--- src/rtl/modulo_timer_arbiter.sv ---
// Round-robin arbiter granting a shared modulo counter to one requester per period; done pulses when the owner's period ends.
// Grant latency: one cycle from IDLE; period is Mq cycles; optional abort on request drop via MODULO_TIMER_ARBITER_ABORT_EN.
module modulo_timer_arbiter #(
    parameter int NREQ = 4,
    parameter int CW   = 8
) (
    input  logic               clk,
    input  logic               rst,
    input  logic [NREQ-1:0]    req,
    input  logic [NREQ*CW-1:0] modulo,
    output logic [NREQ-1:0]    grant,
    output logic [CW-1:0]      count,
    output logic               busy,
    output logic [NREQ-1:0]    done
);
    localparam int IW = (NREQ > 1) ? $clog2(NREQ) : 1;

    typedef enum logic [1:0] {S_IDLE, S_RUN, S_DONE} state_t;

    state_t            r_state;
    logic [NREQ-1:0]   r_grant;
    logic [NREQ-1:0]   r_done;
    logic [CW-1:0]     r_count;
    logic [CW-1:0]     r_mq;
    logic              r_busy;
    logic [IW-1:0]     r_last;

    logic [IW-1:0]     w_win;
    logic [IW-1:0]     w_cand;
    logic              w_any;
    logic [CW-1:0]     w_mod;

    // Search starts one past the last winner, so the most recent owner gets lowest priority.
    always_comb begin
        w_win  = '0;
        w_cand = '0;
        w_any  = 1'b0;
        for (int k = 1; k <= NREQ; k++) begin
            w_cand = IW'((int'(r_last) + k) % NREQ);
            if (!w_any && req[w_cand]) begin
                w_any = 1'b1;
                w_win = w_cand;
            end
        end
    end

    always_comb begin
        w_mod = '0;
        for (int i = 0; i < NREQ; i++) begin
            if (w_win == IW'(i)) w_mod = modulo[i*CW +: CW];
        end
    end

    always_ff @(posedge clk or negedge rst) begin
        if (!rst) begin
            r_state <= S_IDLE;
            r_grant <= '0;
            r_done  <= '0;
            r_count <= '0;
            r_mq    <= CW'(1);
            r_busy  <= 1'b0;
            r_last  <= IW'(NREQ - 1);
        end else begin
            case (r_state)
                S_IDLE: begin
                    r_done  <= '0;
                    r_count <= '0;
                    r_grant <= '0;
                    r_busy  <= 1'b0;
                    if (w_any) begin
                        r_state <= S_RUN;
                        r_grant <= NREQ'(1) << w_win;
                        r_mq    <= (w_mod == '0) ? CW'(1) : w_mod;
                        r_last  <= w_win;
                        r_busy  <= 1'b1;
                    end
                end
                S_RUN: begin
`ifdef MODULO_TIMER_ARBITER_ABORT_EN
                    if ((req & r_grant) == '0) begin
                        r_state <= S_IDLE;
                        r_grant <= '0;
                        r_count <= '0;
                        r_busy  <= 1'b0;
                    end else
`endif
                    if (r_count == r_mq - CW'(1)) begin
                        r_state <= S_DONE;
                        r_count <= '0;
                        r_grant <= '0;
                        r_done  <= r_grant;
                    end else begin
                        r_count <= r_count + CW'(1);
                    end
                end
                S_DONE: begin
                    r_done  <= '0;
                    r_busy  <= 1'b0;
                    r_state <= S_IDLE;
                end
                default: r_state <= S_IDLE;
            endcase
        end
    end

    assign grant = r_grant;
    assign count = r_count;
    assign busy  = r_busy;
    assign done  = r_done;
endmodule

--- config.mk ---
export PLATFORM = sky130hd
export DESIGN_NAME = modulo_timer_arbiter
export DESIGN_NICKNAME = d
export VERILOG_FILES = /design/src/rtl/modulo_timer_arbiter.sv
export SDC_FILE = /design/constraint.sdc
export NUM_CORES = 1
export LEC_CHECK = 0
export ABC_AREA = 1
export CORE_MARGIN = 2
export CORE_UTILIZATION = 59
export DETAILED_ROUTE_END_ITERATION = 8
export DONT_BUFFER_PORTS = 1
export PLACE_DENSITY = 0.83
export SLEW_MARGIN = 20
export SYNTH_ARGS = -nofsm -noshare
export SYNTH_HDL_FRONTEND = slang
export SYNTH_SLANG_ARGS = --single-unit
--- constraint.sdc ---
create_clock -name clk -period 3.1 [get_ports clk]
set_input_delay 0.775 -clock clk [delete_from_list [all_inputs] [get_ports clk]]
set_output_delay 0.775 -clock clk [all_outputs]
set_load 0.05 [all_outputs]
# Word level (Yosys, flattened, before mapping)
# Index checks and enable logic that the tools add are counted.
totals:
  regBits: 29
  out_inout_bits: 17
  elab_cells: 76
op_classes:
  shifts: 1
  n_reduce_logical: 17
  n_addsub: 6
  n_lt_le_gt_ge: 4
  eq_ne: 8
  n_mux: 33
ops:
  columns: ["op", "n"]
  rows:
  - ["$mux W8", 6]
  - ["$pmux W4 S2", 2]
  - ["$pmux W8 S2", 1]
  - ["$lt A2 B3 Y1 const B", 4]
  - ["$mux W2", 6]
  - ["$mux W4", 3]
  - ["$mux W1", 9]
  - ["$add A8 B1 Y8 const B", 1]
  - ["$bmux W1 S2", 4]
  - ["$eq A8 B8 Y1", 1]
  - ["$logic_not A8 Y1", 1]
  - ["$reduce_and A2 Y1", 4]
  - ["$sub A8 B1 Y8 const B", 1]
  - ["$eq A2 B2 Y1 const B", 3]
  - ["$reduce_bool A2 Y1", 3]
  - ["$add A2 B1 Y2 const B", 2]
  - ["$add A2 B2 Y2 const B", 2]
  - ["$eq A2 B1 Y1 const B", 2]
  - ["$logic_not A2 Y1", 2]
  - ["$ne A2 B2 Y1 const B", 2]
  - ["$pmux W2 S2", 1]
  - ["$shl A1 B2 Y4 const A", 1]
  - ["$logic_and A1 B1 Y1", 3]
  - ["$logic_not A1 Y1", 3]
  - ["other kinds (2)", 2]

# Logic depth before layout (Yosys ltp)
# Gate-level depths: netlist (run 1).
logic_depth:
  word_depth: 20
  ltp_mapped: 19

# Least setup slack after synthesis (run 1)
# No wires, ideal clock.
synth_path:
  path_type: "input to register"
  start: "input port req[3]"
  end: "register r_mq[0]"
  arrival_ns: 2.127
  stages: 14
  slack_ns: 0.905
  required_time_ns: 3.032
  cell_sequence: "nand2_1 nand2_1 nand2_1 nand2_2 nor2_8 nand4_1 nand3_2 nand2_4 or2_0 nand2_1 nand2_1 nor2_1 nand2_1 a21oi_2"
synth_via:
  elab_chain_cells: 19
  elab_cells_between_ends: 33
  classes_between: "3 x eq/ne; 21 x mux; 9 x reduce/logical"
synth_lines:
  columns: ["item", "line", "source"]
  rows:
  - ["from (decl)", "9", "input logic [NREQ-1:0] req,"]
  - ["$bmux W1 S2", "40", "if (!w_any && req[w_cand]) begin"]
  - ["$mux W1 (not written as such)", "40", null]
  - ["$mux W1", "40", null]
  - ["$logic_not A1 Y1", "40", null]
  - ["$logic_and A1 B1 Y1", "40", null]
  - ["$mux W1", "40", null]
  - ["$logic_not A1 Y1", "40", null]
  - ["$logic_and A1 B1 Y1", "40", null]
  - ["$mux W1", "40", null]
  - ["$logic_not A1 Y1", "40", null]
  - ["$logic_and A1 B1 Y1", "40", null]
  - ["$mux W2", "40", null]
  - ["$logic_not A2 Y1", "50", "if (w_win == IW'(i)) w_mod = modulo[i*CW +: CW];"]
  - ["$mux W8 (4 in a row)", "50", null]
  - ["$logic_not A8 Y1", "73", "r_mq <= (w_mod == '0) ? CW'(1) : w_mod;"]
  - ["$mux W8", "73", null]
  - ["to (signal assigned)", "73", null]
  - ["to (decl)", "24", "logic [CW-1:0] r_mq;"]
# Several ways; a longest one is shown, not always the timed one. The select of a mux whose other input is x is not followed.
# A chain may end at the register's enable or synchronous reset.

# Worst setup path in the final report (run 1)
layout_path:
  start: "register r_last[0]"
  end: "register r_mq[0]"
layout_via:
  elab_chain_cells: 20
  elab_cells_between_ends: 37
  classes_between: "4 x add/sub; 3 x eq/ne; 21 x mux; 9 x reduce/logical"
layout_lines:
  columns: ["item", "line", "source"]
  rows:
  - ["from (decl)", "26", "logic [IW-1:0] r_last;"]
  - ["from (signal assigned)", "62", "r_last <= IW'(NREQ - 1);"]
  - ["from (signal assigned)", "74", "r_last <= w_win;"]
  - ["$add A2 B1 Y2", "39", "w_cand = IW'((int'(r_last) + k) % NREQ);"]
  - ["$bmux W1 S2", "40", null]
  - ["$mux W1 (not written as such)", "40", null]
  - ["$mux W1", "40", null]
  - ["$logic_not A1 Y1", "40", null]
  - ["$logic_and A1 B1 Y1", "40", null]
  - ["$mux W1", "40", null]
  - ["$logic_not A1 Y1", "40", null]
  - ["$logic_and A1 B1 Y1", "40", null]
  - ["$mux W1", "40", null]
  - ["$logic_not A1 Y1", "40", null]
  - ["$logic_and A1 B1 Y1", "40", null]
  - ["$mux W2", "40", null]
  - ["$logic_not A2 Y1", "50", null]
  - ["$mux W8 (4 in a row)", "50", null]
  - ["$logic_not A8 Y1", "73", null]
  - ["$mux W8", "73", null]
# Several ways; a longest one is shown, not always the timed one. The select of a mux whose other input is x is not followed.

==> results of run 1 <==
-- worst register-to-register path: cells and delay by family (launching register included) --
| kind | cells | cell delay [ps] |
|---|---|---|
| AOI/OAI and AO/OA | 1 | 110 |
| buffers and inverters | 1 | 150 |
| DFF | 1 | 670 |
| and+or+nand+nor | 13 | 1590 |
-- power breakdown --
group	leakage (nW)	internal (W)	total (W)	switching, W
logic	0.724	0.0000233	0.0000689	0.0000456
clock network	0.0413	0.000131	0.000258	0.000127
registers	0.349	0.000378	0.000378	0
-- cell type report --
class / count / share of cell area [%]
repair buffers: 3 / 1.05
inverters: 35 / 6.24
well taps: 46 / 2.68
clock buffers: 7 / 3.03
clock inverters: 1 / 0.233
multi-input cells: 209 / 52.8
flip-flops and latches: 29 / 34.0
-- path summary, 6_finish.rpt --
| check | from | slack (ps) | depth (start not counted) | end |
|---|---|---|---|---|
| max reg2reg | r_last[0]$_DFFE_PN1P_ | 540 | 15 | r_mq[0]$_DFFE_PN1P_ |
| min in group clk | r_mq[1]$_DFFE_PN0P_ | 490 | 2 | r_mq[1]$_DFFE_PN0P_ |
| min reg2reg | r_mq[1]$_DFFE_PN0P_ | 490 | 2 | r_mq[1]$_DFFE_PN0P_ |
| max in group asynchronous | rst | 2780 | 0 | r_mq[0]$_DFFE_PN1P_ |
| max | r_last[0]$_DFFE_PN1P_ | 540 | 15 | r_mq[0]$_DFFE_PN1P_ |
| min | rst | 130 | 0 | grant[1]$_DFFE_PN0P_ |
-- through the flow --
stage          setup slack [ps]  std cells  total power [W]
6_report                    535        330         0.000705
4_1_cts                     528        330         0.000710
2_1_floorplan               905        279         0.000447
3_3_place_gp                587        322         0.000454
5_1_grt                     284        330         0.000737
3_5_place_dp                554        322         0.000454
-- cell usage in the layout, fill, tap and decap left out, types with 2 or more instances in the layout --
cell      netlist  routed
nand2_1        65      65
inv_1          32      32
nand3_1        32      32
dfrtp_1        26      26
nor2_1         25      25
o21ai_0        19      19
xor2_1         14      14
nand4_1         9       9
o22ai_1         7       7
nand2_2         7       7
nor3_1          6       6
clkbuf_4        0       5
nand2_4         4       4
xnor2_1         3       3
a21oi_1         3       3
buf_4           1       3
dfstp_2         3       3
or2_2           2       2
inv_2           2       2
a21oi_2         2       2
nand3_2         2       2
ha_1            2       2
clkbuf_8        0       2
-- logic make-up after synthesis --
logic type | synth area share, %
compound gates | 9.54
flops | 35.7
simple gates | 37.4
buf+inv | 8.93
xor+xnor | 7.28
fa+ha+maj | 1.22
-- state kept, by name, summed over array words and instances (netlist names) --
signal   cells
r_state      2
r_mq         8
grant        4
busy         1
done         4
count        8
r_last       2
-- layer usage --
metal | share of wire (%) | up-vias
met5 | 0 | -
met4 | 0.68 | 0
met3 | 8.7 | 4
met2 | 45 | 80
met1 | 46 | 791
li1 | - | 918
==> results.json, run 1 <==
{
  "synth_fp_nets": 319,
  "area_growth_pct": 4.95,
  "path_max_fanout": 13,
  "antenna_left": 0,
  "synthTopCellsByCount": "nand2_1, inv_1, nand3_1",
  "worst_pin_slew_ps": 570,
  "numCtsBuffers": 5,
  "cts_tree": "yes",
  "cp_top_family": "simple AND/OR/NAND/NOR gates",
  "multi_input_area_um2": 1130,
  "ys.flop_type": "dfrtp_1",
  "htreeDepth": 2,
  "worst_path_most_repeated_cell": "nand2_1",
  "synth_area_um2": 2050,
  "dp_hpwl_mm": 3.35,
  "initial_core_util_pct": 61.3,
  "peakVddDrop_v": 0.000148,
  "p_per_area_nw_per_um2": 328,
  "grt_use_met3_pct": 6.49,
  "gp_congestion": 0.957,
  "slew_headroom_pct": 62.0,
  "drt_iter0_markers": 129,
  "maxSlewViolCount": 0,
  "rsz0062_at_grt": "false",
  "rows": 21,
  "syn_avg_cell_area_um2": 7.33,
  "power.leakage_nw": 1.11,
  "maxCapViolCount": 0,
  "routed_wl_mm": 4.25,
  "antenna_found_initial": 0,
  "cts_resized": 0,
  "grt_pass1_vias": 1728,
  "synthDistinctLibCells": 31,
  "yosysSeqAreaShare_pct": 35.7,
  "critical_path_class": "register to register",
  "via_per_inst": 5.43,
  "hold_slack_ps": 133,
  "cts_buffer_depth": 2,
  "critPathCaptureType": "register",
  "hold_buffers": 0,
  "fmax_ghz": 0.390,
  "postSynth.asyncResetShare_pct": 100,
  "post-route-util_pct": 64.3,
  "grtUsageMet2_pct": 36.3,
  "portBuffers": 0,
  "dpl-instance-area_um2": 2080,
  "finalCritPeriodShare_pct": 82.7,
  "grt.overflow.total": 0,
  "yosys.area.top_type": "dfrtp_1",
  "syn_inst": 279,
  "worstSkewPairLatency_ps": 320,
  "yosysWarningCount": 0,
  "die_h_um": 62.9,
  "ys_ff_latch": 29,
  "regArea_um2": 729,
  "drc": 0,
  "drive_gt1_share_pct": 13.4,
  "nets": 323,
  "timing.final.crit_period_ps": 2560,
  "met1_usage_pct": 31.7,
  "grt_start_max_net_pins": 30,
  "cts_root_buffer": "clkbuf_4",
  "worstPathArrival_ps": 2820,
  "dieArea_um2": 3950,
  "synth.area.top_cells": "dfrtp_1, nand2_1, nand3_1",
  "top_usage_layer": "met2",
  "status": "finished, final reports clean",
  "grt_pass1_wl_mm": 7.54,
  "crit_buf_inv": 1,
  "hp-class": "input pin to async pin",
  "setup_violations": 0,
  "track_usage_pct": 23.4,
  "tns_ps": 0,
  "vias": 1793,
  "dr.pass1.iters": 4,
  "critPathSlowestCell": "dfstp_2",
  "clkSlewWorstSetupHoldPaths_ps": 90,
  "crit_chain": "inv_2, nand2_1, nand2_2, nand2_4, nand2_4, nor2_8, nand4_1, nand3_2, nand2_4, or2_0, nand2_1, nand2_1, nor2_1, nand2_1, a21oi_2",
  "synth.top_cell.area_share_pct": 31.8,
  "fin_area_um2": 2150,
  "coreArea_um2": 3340,
  "hold_viol": 0,
  "fillers": 300,
  "yosysMostFrequentCell": "nand2_1",
  "cts_setup_buffers": 0,
  "ios": 55,
  "cts.sinks": 29,
  "cp-start-kind": "register",
  "slowest_delay_ps": 670,
  "wl_per_cell_um": 12.9,
  "synth_edf_count": 0,
  "n_antenna_cell": 0,
  "fp.dieW_um": 62.9,
  "critPathRequiredTime_ps": 3360,
  "finalClockSkew_ps": 9.25
}
Note: power is estimated with default switching activity, not from simulation.
==> inputs of run 2 (changes only) <==
- clock period: 3.1 -> 2.5 ns (I/O delays scaled with it)
==> results.json, run 2 (same netlist as run 1, synthesis figures left out) <==
{
  "critPathRequiredTime_ps": 2760,
  "area_growth_pct": 12.2,
  "power.switching_w": 0.000238,
  "initial_core_util_pct": 61.3,
  "antenna_left": 0,
  "cts_buffer_depth": 2,
  "dieArea_um2": 3950,
  "hp-class": "input pin to async pin",
  "hold_viol": 0,
  "clkPwrFrac_pct": 36.1,
  "drt_iter0_markers": 107,
  "worstSkewPairLatency_ps": 330,
  "dr.pass1.iters": 5,
  "clkSlewWorstSetupHoldPaths_ps": 100,
  "path_max_fanout": 9,
  "cts_tree": "yes",
  "via_per_inst": 5.57,
  "place_inst": 328,
  "power_frac_comb_pct": 12.3,
  "critPathSlowestCell": "dfstp_2",
  "worst_path_most_repeated_cell": "nand2_1",
  "routed_wl_mm": 4.69,
  "track_usage_pct": 24.7,
  "swShare_pct": 26.2,
  "finalCritPeriodShare_pct": 97.7,
  "fp.dieW_um": 62.9,
  "coreArea_um2": 3340,
  "finalClockSkew_ps": 13.6,
  "gp_congestion": 0.954,
  "worstPathArrival_ps": 2700,
  "reg2reg_slack_ps": 60,
  "setup_violations": 0,
  "critPathCaptureType": "register",
  "drive_gt1_share_pct": 19.2,
  "status": "finished, final reports clean",
  "crit_chain": "buf_4, nand2_1, nand2_1, inv_1, o21ai_0, nand3_1, nand3_4, nand2_8, or2_0, nand2_1, nand2_1, nor2_1, nand2_1, a21oi_2",
  "ios": 55,
  "wl_per_cell_um": 13.7,
  "rows": 21,
  "cts.sinks": 29,
  "seq_power_share_pct": 51.6,
  "htreeDepth": 2,
  "critical_path_class": "register to register",
  "fmax_ghz": 0.410,
  "cts_root_buffer": "clkbuf_4",
  "r2r_cells": 14,
  "n_antenna_cell": 0,
  "final_common_cell": "nand2_1",
  "slowest_delay_ps": 640,
  "grt.overflow.total": 0,
  "p_per_area_nw_per_um2": 396,
  "grt_pass1_wl_mm": 7.89,
  "vias": 1910,
  "slew_headroom_pct": 65.7,
  "intPower_w": 0.000671,
  "maxCapViolCount": 0,
  "fin_area_um2": 2300,
  "layout.cells.non_filler": 343,
  "peakVddDrop_v": 0.000181,
  "grt_start_max_net_pins": 27,
  "die_h_um": 62.9,
  "timing.final.crit_period_ps": 2440,
  "fillers": 302,
  "worst_pin_slew_ps": 514,
  "grt_pass1_vias": 1791,
  "hold_slack_ps": 93.4,
  "final_cell_mix": "nand2_1, inv_1, nand3_1, dfrtp_1, nor2_1",
  "nets": 336,
  "dp_hpwl_mm": 3.48,
  "post-route-util_pct": 68.8,
  "portBuffers": 0,
  "maxSlewViolCount": 0,
  "numCtsBuffers": 5,
  "cp-start-kind": "register",
  "drc": 0,
  "antenna_found_initial": 0,
  "rsz0062_at_grt": "true",
  "dpl-instance-area_um2": 2120,
  "power.leakage_nw": 1.17
}
## run 2: cell count changes in the layout (fill, tap and decap cells not counted), moves of 2 or more
cell / before / now
nand2_1: 65 / 63
nor2_2: 1 / 5
nor2_1: 25 / 21
buf_4: 3 / 15
## run 2: power by group through the flow
stage                     logic [W]  registers, W  clock network [W]
after CTS                  0.000105      0.000469           0.000338
after global routing       0.000126      0.000469           0.000359
after global placement    0.0000852      0.000478                  0
final                      0.000112      0.000469           0.000328
after floorplan           0.0000761      0.000478                  0
after detailed placement  0.0000870      0.000478                  0
## run 2: path summary, 6_finish.rpt
check	from	end
max	r_last[0]$_DFFE_PN1P_	r_mq[0]$_DFFE_PN1P_
min	rst	grant[2]$_DFFE_PN0P_
max reg2reg	r_last[0]$_DFFE_PN1P_	r_mq[0]$_DFFE_PN1P_
min reg2reg	r_mq[1]$_DFFE_PN0P_	r_mq[1]$_DFFE_PN0P_
max in group asynchronous	rst	r_mq[7]$_DFFE_PN0P_
min in group clk	r_mq[1]$_DFFE_PN0P_	r_mq[1]$_DFFE_PN0P_
## run 2: layout make-up
cell class | instances | area (um^2) | area share [%]
Clock buffer | 7 | 65.1 | 2.83
Timing Repair Buffer | 16 | 133 | 5.78
Clock inverter | 1 | 5.00 | 0.218
Tap cell | 46 | 57.6 | 2.51
Inverter | 35 | 136 | 5.94
Multi-Input combinational cell | 209 | 1170 | 51.0
Sequential cell | 29 | 729 | 31.8
## run 2: timing repair
item / 4_1_cts / 5_1_grt
endpoints found under the hold margin: 26 / 0
endpoints found under the setup margin: 2 / 7
resized for setup: 2 / 8
pin swaps: 1 / 2
gates cloned: 0 / 0
buffers inserted: 3 / 3
hold buffers: 1 / 0
## run 2: metal layers
| layer | up-vias | track usage, % | wire length (um) |
|---|---|---|---|
| li1 | 944 | - | - |
| met4 | 0 | 5.83 | 64 |
| met2 | 110 | 39.9 | 2120 |
| met1 | 850 | 33.2 | 2050 |
| met3 | 6 | 6.49 | 453 |
| met5 | - | 0 | 0 |
## run 2: per-stage QoR
stage | worst slack (ps) | power (W) | TNS (ps)
floorplan | 412 | 0.000554 | 0
global placement | 62.7 | 0.000563 | 0
detailed placement | -51.5 | 0.000565 | -51.5
CTS | 11.8 | 0.000912 | 0
global route | -96.4 | 0.000953 | -96.9
finish | 58.0 | 0.000908 | 0
## run 2: worst max-delay path, delay by kind of cell, from the launching register on
kind / cells / cell delay [ps]
AOI/OAI and AO/OA: 2 / 320
buffers and inverters: 2 / 220
DFF: 1 / 640
and+or+nand+nor: 10 / 1190
==> inputs of run 3 (changes only) <==
- CORE_ASPECT_RATIO: unset -> 0.5
- CTS_CLUSTER_SIZE: unset -> 16
==> results.json, run 3 (same netlist as run 1, synthesis figures left out) <==
{
  "intPower_w": 0.000827,
  "critPathRequiredTime_ps": 2710,
  "nets": 335,
  "p_per_area_nw_per_um2": 461,
  "hp-class": "input pin to async pin",
  "worst_pin_slew_ps": 488,
  "layout.cells.non_filler": 338,
  "ios": 55,
  "cts_tree": "yes",
  "hold_viol": 0,
  "portBuffers": 0,
  "multi_input_area_um2": 1150,
  "initial_core_util_pct": 60.6,
  "drt_iter0_markers": 100,
  "gp_congestion": 0.934,
  "status": "finished, final reports clean",
  "grt_pass1_wl_mm": 7.10,
  "critPathSlowestCell": "dfstp_2",
  "crit_buf_inv": 2,
  "finalCritPeriodShare_pct": 93.5,
  "regArea_um2": 729,
  "crit_chain": "buf_4, nand2_1, nand2_2, nand2_4, nand2_4, nor2_2, a21oi_2, nand3_4, buf_2, nand3_2, nand3_1, nor2_2, nand2_1, nor2_1, nand2_1, a21oi_2",
  "htreeDepth": 2,
  "peakVddDrop_v": 0.000219,
  "cp_top_family": "simple AND/OR/NAND/NOR gates",
  "dp_hpwl_mm": 3.56,
  "critical_path_class": "register to register",
  "coreArea_um2": 3380,
  "path_max_fanout": 7,
  "final_cell_mix": "nand2_1, inv_1, nand3_1, dfrtp_1, nor2_1",
  "drc": 0,
  "clkSlewWorstSetupHoldPaths_ps": 70,
  "drive_gt1_share_pct": 17.9,
  "worstPathArrival_ps": 2540,
  "cts.sinks": 29,
  "maxCapViolCount": 0,
  "fmax_ghz": 0.428,
  "maxSlewViolCount": 0,
  "n_antenna_cell": 0,
  "finalClockSkew_ps": 6.73,
  "power.leakage_nw": 1.19,
  "numCtsBuffers": 5,
  "place_inst": 324,
  "wl_per_cell_um": 13.8,
  "antenna_left": 0,
  "seq_power_share_pct": 44.4,
  "power.switching_w": 0.000232,
  "vias": 1895,
  "timing.final.crit_period_ps": 2340,
  "fillers": 275,
  "grt_start_max_net_pins": 30,
  "worstSkewPairLatency_ps": 270,
  "track_usage_pct": 23.5,
  "cts_buffer_depth": 2,
  "slew_headroom_pct": 67.4,
  "dpl-instance-area_um2": 2120,
  "die_h_um": 45.6,
  "slowest_delay_ps": 550,
  "dr.pass1.iters": 4,
  "worst_path_most_repeated_cell": "nand2_1",
  "fin_area_um2": 2300,
  "power_frac_comb_pct": 8.9,
  "post-route-util_pct": 68.0,
  "final_common_cell": "nand2_1",
  "antenna_found_initial": 0,
  "routed_wl_mm": 4.66,
  "cp-start-kind": "register",
  "clkPwrFrac_pct": 46.7,
  "cts_root_buffer": "clkbuf_8",
  "rows": 15,
  "grt_pass1_vias": 1737,
  "hold_slack_ps": 38.3,
  "setup_violations": 0,
  "area_growth_pct": 12.3,
  "fp.dieW_um": 87.3,
  "dieArea_um2": 3980,
  "via_per_inst": 5.61,
  "reg2reg_slack_ps": 160,
  "swShare_pct": 21.9,
  "grt.overflow.total": 0,
  "critPathCaptureType": "register"
}
run 3: per-stage QoR:
stage	total power (W)	setup WS [ps]	setup TNS, ps
finish	0.00106	162	0
global route	0.00110	-15.4	-15.4
CTS	0.00106	141	0
detailed placement	0.000565	4.30	0
global placement	0.000563	101	0
floorplan	0.000554	412	0
run 3: area by class of cell:
cell class,count,area share (%)
clock inverter,2,1.63
multi-input combinational,209,50.1
tap,42,2.29
sequential,29,31.8
clock buffer,6,3.59
timing repair buffer,15,4.79
inverter,35,5.83
run 3: path summary, 6_finish.rpt:
check,endpoint,cells after the start,startpoint
max in group asynchronous,r_mq[0]$_DFFE_PN1P_,0,rst
worst max register to register,r_mq[0]$_DFFE_PN1P_,16,r_last[0]$_DFFE_PN1P_
worst max-delay path,r_mq[0]$_DFFE_PN1P_,16,r_last[0]$_DFFE_PN1P_
worst min register to register,r_mq[1]$_DFFE_PN0P_,2,r_mq[1]$_DFFE_PN0P_
worst min-delay path,done[2]$_DFFE_PN0P_,0,rst
min in group clk,r_mq[1]$_DFFE_PN0P_,2,r_mq[1]$_DFFE_PN0P_
run 3: timing repair:
action | 4_1_cts | 5_1_grt
pin swaps | 0 | 3
resized for setup | 1 | 5
hold buffers | 0 | 0
buffers inserted | 2 | 4
endpoints found under the setup margin | 1 | 10
run 3: power by group through the flow:
stage / clock network (W) / registers (W) / logic, W
detailed placement: 0 / 0.000478 / 0.0000870
global route: 0.000521 / 0.000469 / 0.000105
finish: 0.000495 / 0.000470 / 0.0000944
CTS: 0.000504 / 0.000470 / 0.0000886
floorplan: 0 / 0.000478 / 0.0000761
global placement: 0 / 0.000478 / 0.0000844
run 3: layer usage:
metal  part of all wire (%)  GRT usage (%)  wire length (um)  vias up
met5                      0              0                 0        -
met3                    5.6           8.15               260       15
met1                     42           26.6              1950      892
li1                       -              -                 -      941
met4                    2.4           11.1               113        0
met2                     50           41.1              2340       47
